[src/rtl/servo_pwm_array.sv]
`default_nettype none
// ============================================================================
// Module   : servo_pwm_array
// Purpose  : Multi-channel servo PWM generator with Avalon-MM register slave.
//            One shared microsecond prescaler and frame counter drive NUM_CH
//            pulse outputs. Each channel has a per-frame slew limit. A
//            "settled" interrupt fires when every channel has reached its
//            target.
// Options  : SERVO_PWM_INVERT_EN adds a per-channel output polarity register
//            at word address 2+NUM_CH.
// Revision : 1.0 - initial release
// ============================================================================
module servo_pwm_array #(
    parameter int NUM_CH       = 4,
    parameter int CLK_HZ       = 50000000,
    parameter int PERIOD_US    = 20000,
    parameter int MIN_US       = 1000,
    parameter int MAX_US       = 2000,
    parameter int DEFAULT_STEP = 0
) (
    input  logic              clk_clk,
    input  logic              reset_reset_n,
    input  logic [4:0]        avs_address,
    input  logic              avs_write,
    input  logic [31:0]       avs_writedata,
    input  logic              avs_read,
    output logic [31:0]       avs_readdata,
    output logic              irq,
    output logic [NUM_CH-1:0] pwm_out
);

    localparam logic [15:0] C_PRESC_LAST = 16'(CLK_HZ / 1000000 - 1);
    localparam logic [15:0] C_FRAME_LAST = 16'(PERIOD_US - 1);
    localparam logic [15:0] C_MIN        = 16'(MIN_US);
    localparam logic [15:0] C_MAX        = 16'(MAX_US);
    localparam logic [15:0] C_MID        = 16'((MIN_US + MAX_US) / 2);
    localparam logic [15:0] C_DEF_STEP   = 16'(DEFAULT_STEP);
    localparam logic [4:0]  C_POL_ADDR   = 5'(2 + NUM_CH);

    logic              en_q, en_d;
    logic              irq_en_q, irq_en_d;
    logic [15:0]       step_q, step_d;
    logic              pend_q, pend_d;
    logic [15:0]       presc_q, presc_d;
    logic [15:0]       fcnt_q, fcnt_d;
    logic [15:0]       tgt_q [NUM_CH];
    logic [15:0]       tgt_d [NUM_CH];
    logic [15:0]       cur_q [NUM_CH];
    logic [15:0]       cur_d [NUM_CH];
    logic [15:0]       diff  [NUM_CH];
    logic [NUM_CH-1:0] pwm_q, pwm_d;
    logic [NUM_CH-1:0] moving, moving_post;
    logic              irq_q, irq_d;
    logic [31:0]       rdata_q, rdata_d, rmux;
    logic              wr_ctrl, wr_stat, us_tick, boundary;
    logic [15:0]       wclamp;
`ifdef SERVO_PWM_INVERT_EN
    logic [NUM_CH-1:0] pol_q, pol_d;
`endif

    // Register decode, timebase, slew update, interrupt and read mux
    always_comb begin
        wr_ctrl  = avs_write && (avs_address == 5'd0);
        wr_stat  = avs_write && (avs_address == 5'd1);
        en_d     = wr_ctrl ? avs_writedata[0]     : en_q;
        irq_en_d = wr_ctrl ? avs_writedata[1]     : irq_en_q;
        step_d   = wr_ctrl ? avs_writedata[31:16] : step_q;

        // Counters run off the next EN value: the enabling write cycle is the
        // first cycle of fcnt=0, and a disable clears them on the next cycle.
        us_tick  = en_d && (presc_q == C_PRESC_LAST);
        boundary = us_tick && (fcnt_q == C_FRAME_LAST);

        if (!en_d || us_tick) presc_d = '0;
        else                  presc_d = presc_q + 16'd1;

        if (!en_d || boundary) fcnt_d = '0;
        else if (us_tick)      fcnt_d = fcnt_q + 16'd1;
        else                   fcnt_d = fcnt_q;

        if (avs_writedata[15:0] < C_MIN)      wclamp = C_MIN;
        else if (avs_writedata[15:0] > C_MAX) wclamp = C_MAX;
        else                                  wclamp = avs_writedata[15:0];

        for (int i = 0; i < NUM_CH; i++) begin
            tgt_d[i] = (avs_write && (avs_address == 5'(2 + i))) ? wclamp : tgt_q[i];
            diff[i]  = (cur_q[i] > tgt_q[i]) ? (cur_q[i] - tgt_q[i]) : (tgt_q[i] - cur_q[i]);
            cur_d[i] = cur_q[i];
            // Slew uses the pre-write target; a same-cycle write waits a frame
            if (boundary) begin
                if ((step_q == 16'd0) || (diff[i] <= step_q)) cur_d[i] = tgt_q[i];
                else if (tgt_q[i] > cur_q[i])                 cur_d[i] = cur_q[i] + step_q;
                else                                          cur_d[i] = cur_q[i] - step_q;
            end
            moving[i]      = (cur_q[i] != tgt_q[i]);
            moving_post[i] = (cur_d[i] != tgt_q[i]);
            pwm_d[i]       = en_d && (fcnt_q < cur_q[i]);
        end

        // Set has priority over write-1-clear
        pend_d = pend_q;
        if (wr_stat && avs_writedata[31])                  pend_d = 1'b0;
        if (boundary && (|moving) && !(|moving_post))      pend_d = 1'b1;
        irq_d = pend_q && irq_en_q;

        rmux = '0;
        if (avs_address == 5'd0) rmux = {step_q, 14'd0, irq_en_q, en_q};
        if (avs_address == 5'd1) begin
            rmux[NUM_CH-1:0] = moving;
            rmux[31]         = pend_q;
        end
        for (int i = 0; i < NUM_CH; i++) begin
            if (avs_address == 5'(2 + i)) rmux = {cur_q[i], tgt_q[i]};
        end
`ifdef SERVO_PWM_INVERT_EN
        pol_d = (avs_write && (avs_address == C_POL_ADDR)) ? avs_writedata[NUM_CH-1:0] : pol_q;
        if (avs_address == C_POL_ADDR) rmux[NUM_CH-1:0] = pol_q;
`else
        if (avs_address == C_POL_ADDR) rmux = '0;
`endif
        rdata_d = avs_read ? rmux : rdata_q;
    end

    // State registers with asynchronous active-low reset
    always_ff @(posedge clk_clk or negedge reset_reset_n) begin
        if (!reset_reset_n) begin
            en_q     <= 1'b0;
            irq_en_q <= 1'b0;
            step_q   <= C_DEF_STEP;
            pend_q   <= 1'b0;
            presc_q  <= '0;
            fcnt_q   <= '0;
            pwm_q    <= '0;
            irq_q    <= 1'b0;
            rdata_q  <= '0;
            for (int i = 0; i < NUM_CH; i++) begin
                tgt_q[i] <= C_MID;
                cur_q[i] <= C_MID;
            end
`ifdef SERVO_PWM_INVERT_EN
            pol_q    <= '0;
`endif
        end else begin
            en_q     <= en_d;
            irq_en_q <= irq_en_d;
            step_q   <= step_d;
            pend_q   <= pend_d;
            presc_q  <= presc_d;
            fcnt_q   <= fcnt_d;
            pwm_q    <= pwm_d;
            irq_q    <= irq_d;
            rdata_q  <= rdata_d;
            for (int i = 0; i < NUM_CH; i++) begin
                tgt_q[i] <= tgt_d[i];
                cur_q[i] <= cur_d[i];
            end
`ifdef SERVO_PWM_INVERT_EN
            pol_q    <= pol_d;
`endif
        end
    end

    assign avs_readdata = rdata_q;
    assign irq          = irq_q;
`ifdef SERVO_PWM_INVERT_EN
    assign pwm_out      = pwm_q ^ pol_q;
`else
    assign pwm_out      = pwm_q;
`endif

endmodule
`default_nettype wire
[config.mk]
export PLATFORM = sky130hd
export DESIGN_NAME = servo_pwm_array
export DESIGN_NICKNAME = d
export VERILOG_FILES = /design/src/rtl/servo_pwm_array.sv
export SDC_FILE = /design/constraint.sdc
export NUM_CORES = 1
export LEC_CHECK = 0
export CAP_MARGIN = 25
export CORE_AREA = 4 4 208 210
export DETAILED_ROUTE_END_ITERATION = 6
export DIE_AREA = 0 0 212 214
export PLACE_DENSITY = 0.78
export SLEW_MARGIN = 10
export SYNTH_ARGS = -nofsm -noshare
export SYNTH_HDL_FRONTEND = slang
export SYNTH_SLANG_ARGS = --single-unit
[constraint.sdc]
create_clock -name clk_clk -period 14.5 [get_ports clk_clk]
set_input_delay 2.9 -clock clk_clk [delete_from_list [all_inputs] [get_ports clk_clk]]
set_output_delay 2.9 -clock clk_clk [all_outputs]
set_load 0.005 [all_outputs]
# Word level (Yosys, flattened, before mapping)
# Index checks and enable logic that the tools add are counted.
classes:
  eq_ne: 16
  n_mux: 32
  reduce_logical: 30
  magnitude_cmp: 18
  addsub: 18
ops:
  columns: ["cell", "n"]
  rows:
  - ["16-bit 2-to-1 mux", 21]
  - ["32-bit 2-to-1 mux", 6]
  - ["16-bit subtractor", 12]
  - ["16-bit > comparator", 8]
  - ["16-bit != test", 8]
  - ["16-bit adder", 4]
  - ["16-bit <= comparator", 4]
  - ["16-bit less-than comparator", 4]
  - ["16-bit by 1-bit adder with 16-bit output, second input constant", 2]
  - ["16-bit by 15-bit == test with 1-bit output, second input constant", 1]
  - ["16-bit by 6-bit == test with 1-bit output, second input constant", 1]
  - ["16-bit by 11-bit > comparator with 1-bit output, second input constant", 1]
  - ["1-bit logical AND", 16]
  - ["16-bit zero test", 1]
  - ["16-bit by 10-bit less-than comparator with 1-bit output, second input constant", 1]
  - ["5-bit by 3-bit == test with 1-bit output, second input constant", 3]
  - ["5-bit by 2-bit == test with 1-bit output, second input constant", 2]
  - ["4-bit OR reduction", 2]
  - ["1-bit logical OR", 6]
  - ["5-bit by 1-bit == test with 1-bit output, second input constant", 1]
  - ["5-bit zero test", 1]
  - ["1-bit 2-to-1 mux", 4]
  - ["4-bit 2-to-1 mux", 1]
  - ["2-bit nonzero test", 2]
  - ["1-bit zero test", 2]
totals:
  elab_cells: 131
  input_bits: 41
  regBits: 216
  out_inout_bits: 37

# Depth between registers and ports, before layout
logic_depth:
  depth_word: 11
  mapped_depth: 28

# Least setup slack after synthesis
# No wires, ideal clock.
synth_timing:
  path_kind: "flip-flop to flip-flop"
  startpoint: "register tgt_q[50] in the netlist's numbering"
  endpoint: "register pend_q"
  arrival_time_ps: 6022
  path_stages_with_launch: 26
  path_buffers: 2
  slack_ps: 8402
  cell_sequence: "dfstp_2 > inv_1 > ha_1 > clkbuf_1 > a21o_1 > a21o_1 > a21o_1 > a2111oi_1 > o311ai_1 > nand2_1 > mux2_2 > o32a_1 > and2_1 > a311oi_1 > ha_1 > a21o_1 > a21oi_1 > o221ai_1 > a311oi_1 > or4_1 > clkbuf_1 > nor3_1 > a2111oi_0 > or4b_1 > nand4b_1 > o21ai_1"
synth_via:
  elab_chain_cells: 11
  word_cells_on_any_way: 19
synth_lines:
  columns: ["item", "line", "source"]
  rows:
  - ["start, declared", "46", "logic [15:0] tgt_q [NUM_CH];"]
  - ["start signal, assigned by index", "154", "tgt_q[i] <= tgt_d[i];"]
  - ["16-bit subtractor / 16-bit > comparator (equally long branches)", "87", "diff[i] = (cur_q[i] > tgt_q[i]) ? (cur_q[i] - tgt_q[i]) : (tgt_q[i] - cur_q[i]);"]
  - ["16-bit 2-to-1 mux", "87", null]
  - ["16-bit <= comparator", "91", "if ((step_q == 16'd0) || (diff[i] <= step_q)) cur_d[i] = tgt_q[i];"]
  - ["1-bit logical OR", "91", null]
  - ["16-bit 2-to-1 mux", "91", null]
  - ["16-bit 2-to-1 mux", "90", "if (boundary) begin"]
  - ["16-bit != test", "96", "moving_post[i] = (cur_d[i] != tgt_q[i]);"]
  - ["4-bit OR reduction", "103", "if (boundary && (|moving) && !(|moving_post)) pend_d = 1'b1;"]
  - ["1-bit zero test", "103", null]
  - ["1-bit logical AND *", "103", null]
  - ["1-bit 2-to-1 mux / 2-bit nonzero test (equally long branches)", null, null]
  - ["end signal, assigned", "147", "pend_q <= pend_d;"]
  - ["end, declared", "43", "logic pend_q, pend_d;"]
# Mark *: on every way between the ends. The rest lies on a longest branch, timed or not.
# A chain may end at the register's enable or synchronous reset.

# Worst setup path after layout
layout_timing:
  startpoint: "register tgt_q[24] in the netlist's numbering"
  endpoint: "register pend_q"
# Same word-level chain as after synthesis.

==> results.tsv <==
metric	value	unit
status	finished with violations	
failing checks	DRC	
Fill cells	3671	
crit path buf inv count	2	
CP endpoint kind	register	
Die Y	214	um
pin count of the biggest net entering global routing	103	
Seq/Total Area, Yosys	0.226	
Worst-Margin Slew	1.27	ns
total grt overflow	0	
Post-CTS Setup Repair Bufs	0	
TritonCTS clock tree	built	
max_cap viols	0	
antenna-violating nets left	0	
dpl ws	6.95	ns
average size of a mapped cell	8.04	um^2
H-tree levels	1	
nature of the critical path startpoint	register	
crit path cell chain	inv_1, ha_1, nand4_1, nor4_1, nor2_1, nor2_1, o21ai_2, buf_4, a311oi_1, a2bb2oi_1, o21ai_0, xor2_1, ha_1, nand4_1, a2111o_1, a31oi_1, nand2_2, o311a_1, a2111oi_0, or4b_1, nand4b_1, o21ai_1	
worst skew pair latency	0.58	ns
crit path max fanout	27	
vias in the first global route	23300	
clock sink count	216	
Max Slew Vio Count	0	
Mapped Area	24200	um^2
Layout area overhead	8.97	%
top layer reached by signal wires	met5	
Starting Density	0.582	
Cells after Synth	3010	
Compound-Gate Fraction of Synth Area	0.241	
Clock transition at path regs	0.06	ns
ys flop type	dfrtp_1	
Total Routing Usage GR	0.419	
die area	45400	um^2
# DRC	3	
Largest stage delay, worst path	0.88	ns
Setup TNS	0	ns
gp weighted congestion	1.09	
Final setup violation count	0	
final setup margin	7.04	ns
Seq cells post-synth	216	
largest family of logic cells by synthesized area	compound AO/OA/AOI/OAI gates	
WL met3	10.1	mm
DR WL met2	42.0	mm
post-synthesis mux area share	0.0467	
Final Hold Vio Count	0	
via count	24300	
worst min path class	register to register	
row cnt	75	
initial antenna violation count	7	
core box area	41600	um^2
ys async rst share	1.00	
port buffer count	77	
commonest non-fill, non-tap cell in the layout	ha_1	
Clock Skew	0.0136	ns
Synth warnings	0	
post-CTS sizing	0	
DP Wirelength	74.8	mm
first-pass GRT wire length	145	mm
RSZ-0062 raised after global routing	no	
syn nets	3379	
clk buf depth	3	
Pleak	11.5	nW
Critical Path RT	15.01	ns
commonest cells after routing, fill and taps aside	316 x ha_1, 281 x nand2_1, 259 x o21ai_0	
Cell Pwr Density	145	nW/um^2
simple-gate area share of the yosys netlist	0.169	
CTS root buf	clkbuf_16	
Core Util, Final	0.635	
WP data arrival	7.97	ns
hold buffer count at cts	0	
Die Wd	212	um
Peak supply drop	0.116	mV
fin crit share	0.514	
total CTS buffers	28	
area share of fa/ha/maj cells after synthesis	0.173	
EDFF count, synth	0	
DR vias/cell	6.80	
Fmax	0.134	GHz
CP Class	register to register	
initial drt markers	3179	
final WL	98.0	mm
WL met1	36.8	mm
library cells used by synthesis	94	
WL/cell	27.4	um
I/O pin count	78	
Slew headroom	0.150	
Slowest-stage cell, CP	nor4_1	
fin crit period	7.46	ns
number of detailed-route iterations in the first pass	7	
share of layout cells above drive strength 1	0.0699	
XOR/XNOR share of the synthesized area	0.0864	
Layout Nets	3379	
crit-path leading delay family	compound AO/OA/AOI/OAI gates	
[cells in the mapped netlist, drive strengths merged, types with 37 or more instances]
master  count  area, um^2
o211ai     46         345
dfrtp     160        4000
xor2       62         543
o21ai     262        1310
a21o       99         743
nor2b      47         294
nand3      55         280
mux2i      69         691
a21oi     241        1210
nor2      205         769
mux2       37         417
inv       232         871
xnor2     146        1280
dfstp      56        1470
ha        316        3950
nand4      49         307
nand2     282        1060
nor3       60         310
clkbuf    120         450
[final cells by class]
cell class / count / area (um^2) / area share
clock buffers: 38 / 800 / 0.0303
well taps: 539 / 674 / 0.0256
flip-flops and latches: 216 / 5480 / 0.208
diodes: 3 / 7.51 / 0.000285
multi-input cells: 2423 / 17300 / 0.658
repair buffers: 105 / 1000 / 0.0381
inverters: 236 / 886 / 0.0336
clock inverters: 14 / 185 / 0.00702
[power by group]
group          leakage (nW)  switching (mW)  internal (mW)
combinational          8.33            1.41          0.901
clock                 0.483           0.306          0.457
sequential             2.72          0.0939          0.659
total                  11.5            1.81           2.02
[cell families after synthesis]
family / Yosys count
buffers and inverters: 371
AOI/OAI and AO/OA: 918
and+or+nand+nor: 850
muxes: 107
DFF: 216
adders and majority gates: 328
xor gates and xnor gates: 220
[path summary, 6_finish.rpt]
path | start | end | slack [ns] | depth (start not counted)
min reg2reg | tgt_q[22]$_DFFE_PN1P_ | tgt_q[22]$_DFFE_PN1P_ | 0.50 | 2
max | tgt_q[24]$_DFFE_PN1P_ | pend_q$_DFFE_PN0P_ | 7.04 | 22
min in group asynchronous | reset_reset_n | cur_q[5]$_DFF_PN0_ | 2.31 | 1
min | tgt_q[22]$_DFFE_PN1P_ | tgt_q[22]$_DFFE_PN1P_ | 0.50 | 2
max reg2reg | tgt_q[24]$_DFFE_PN1P_ | pend_q$_DFFE_PN0P_ | 7.04 | 22
max in group asynchronous | reset_reset_n | pwm_out[2]$_DFF_PN0_ | 10.72 | 2
[routing by layer]
metal  vias up  track usage
met5         -            0
met4         6        0.289
met3       457       0.0950
met2      1512        0.633
met1     11500        0.528
li1      10800            -
[state kept, by name, summed over array words and instances, names as in the netlist]
name	cells
cur_q	64
tgt_q	64
avs_readdata	32
fcnt_q	16
presc_q	16
step_q	16
pwm_out	4
en_q	1
irq	1
irq_en_q	1
pend_q	1
[per-stage QoR]
| step | cells | power, mW | cell area (um^2) | hold WS, ns |
|---|---|---|---|---|
| floorplan | 3010 | 2.36 | 24200 | 0.465 |
| global placement | 3516 | 2.95 | 25300 | 0.489 |
| detailed placement | 3517 | 2.98 | 25400 | 0.493 |
| CTS | 3569 | 3.75 | 26300 | 0.500 |
| global route | 3571 | 4.03 | 26400 | 0.535 |
| finish | 3574 | 3.83 | 26400 | 0.501 |
[worst reg2reg max path, stage by stage, from the launching register on]
cell	delay, ns
dfstp_2	0.58
inv_1	0.07
ha_1	0.47
nand4_1	0.29
nor4_1	0.89
nor2_1	0.12
nor2_1	0.16
o21ai_2	0.15
buf_4	0.27
a311oi_1	0.31
a2bb2oi_1	0.38
o21ai_0	0.17
xor2_1	0.18
ha_1	0.32
nand4_1	0.17
a2111o_1	0.43
a31oi_1	0.35
nand2_2	0.45
o311a_1	0.52
a2111oi_0	0.34
or4b_1	0.46
nand4b_1	0.17
o21ai_1	0.14
(Power assumes the default switching activity.)
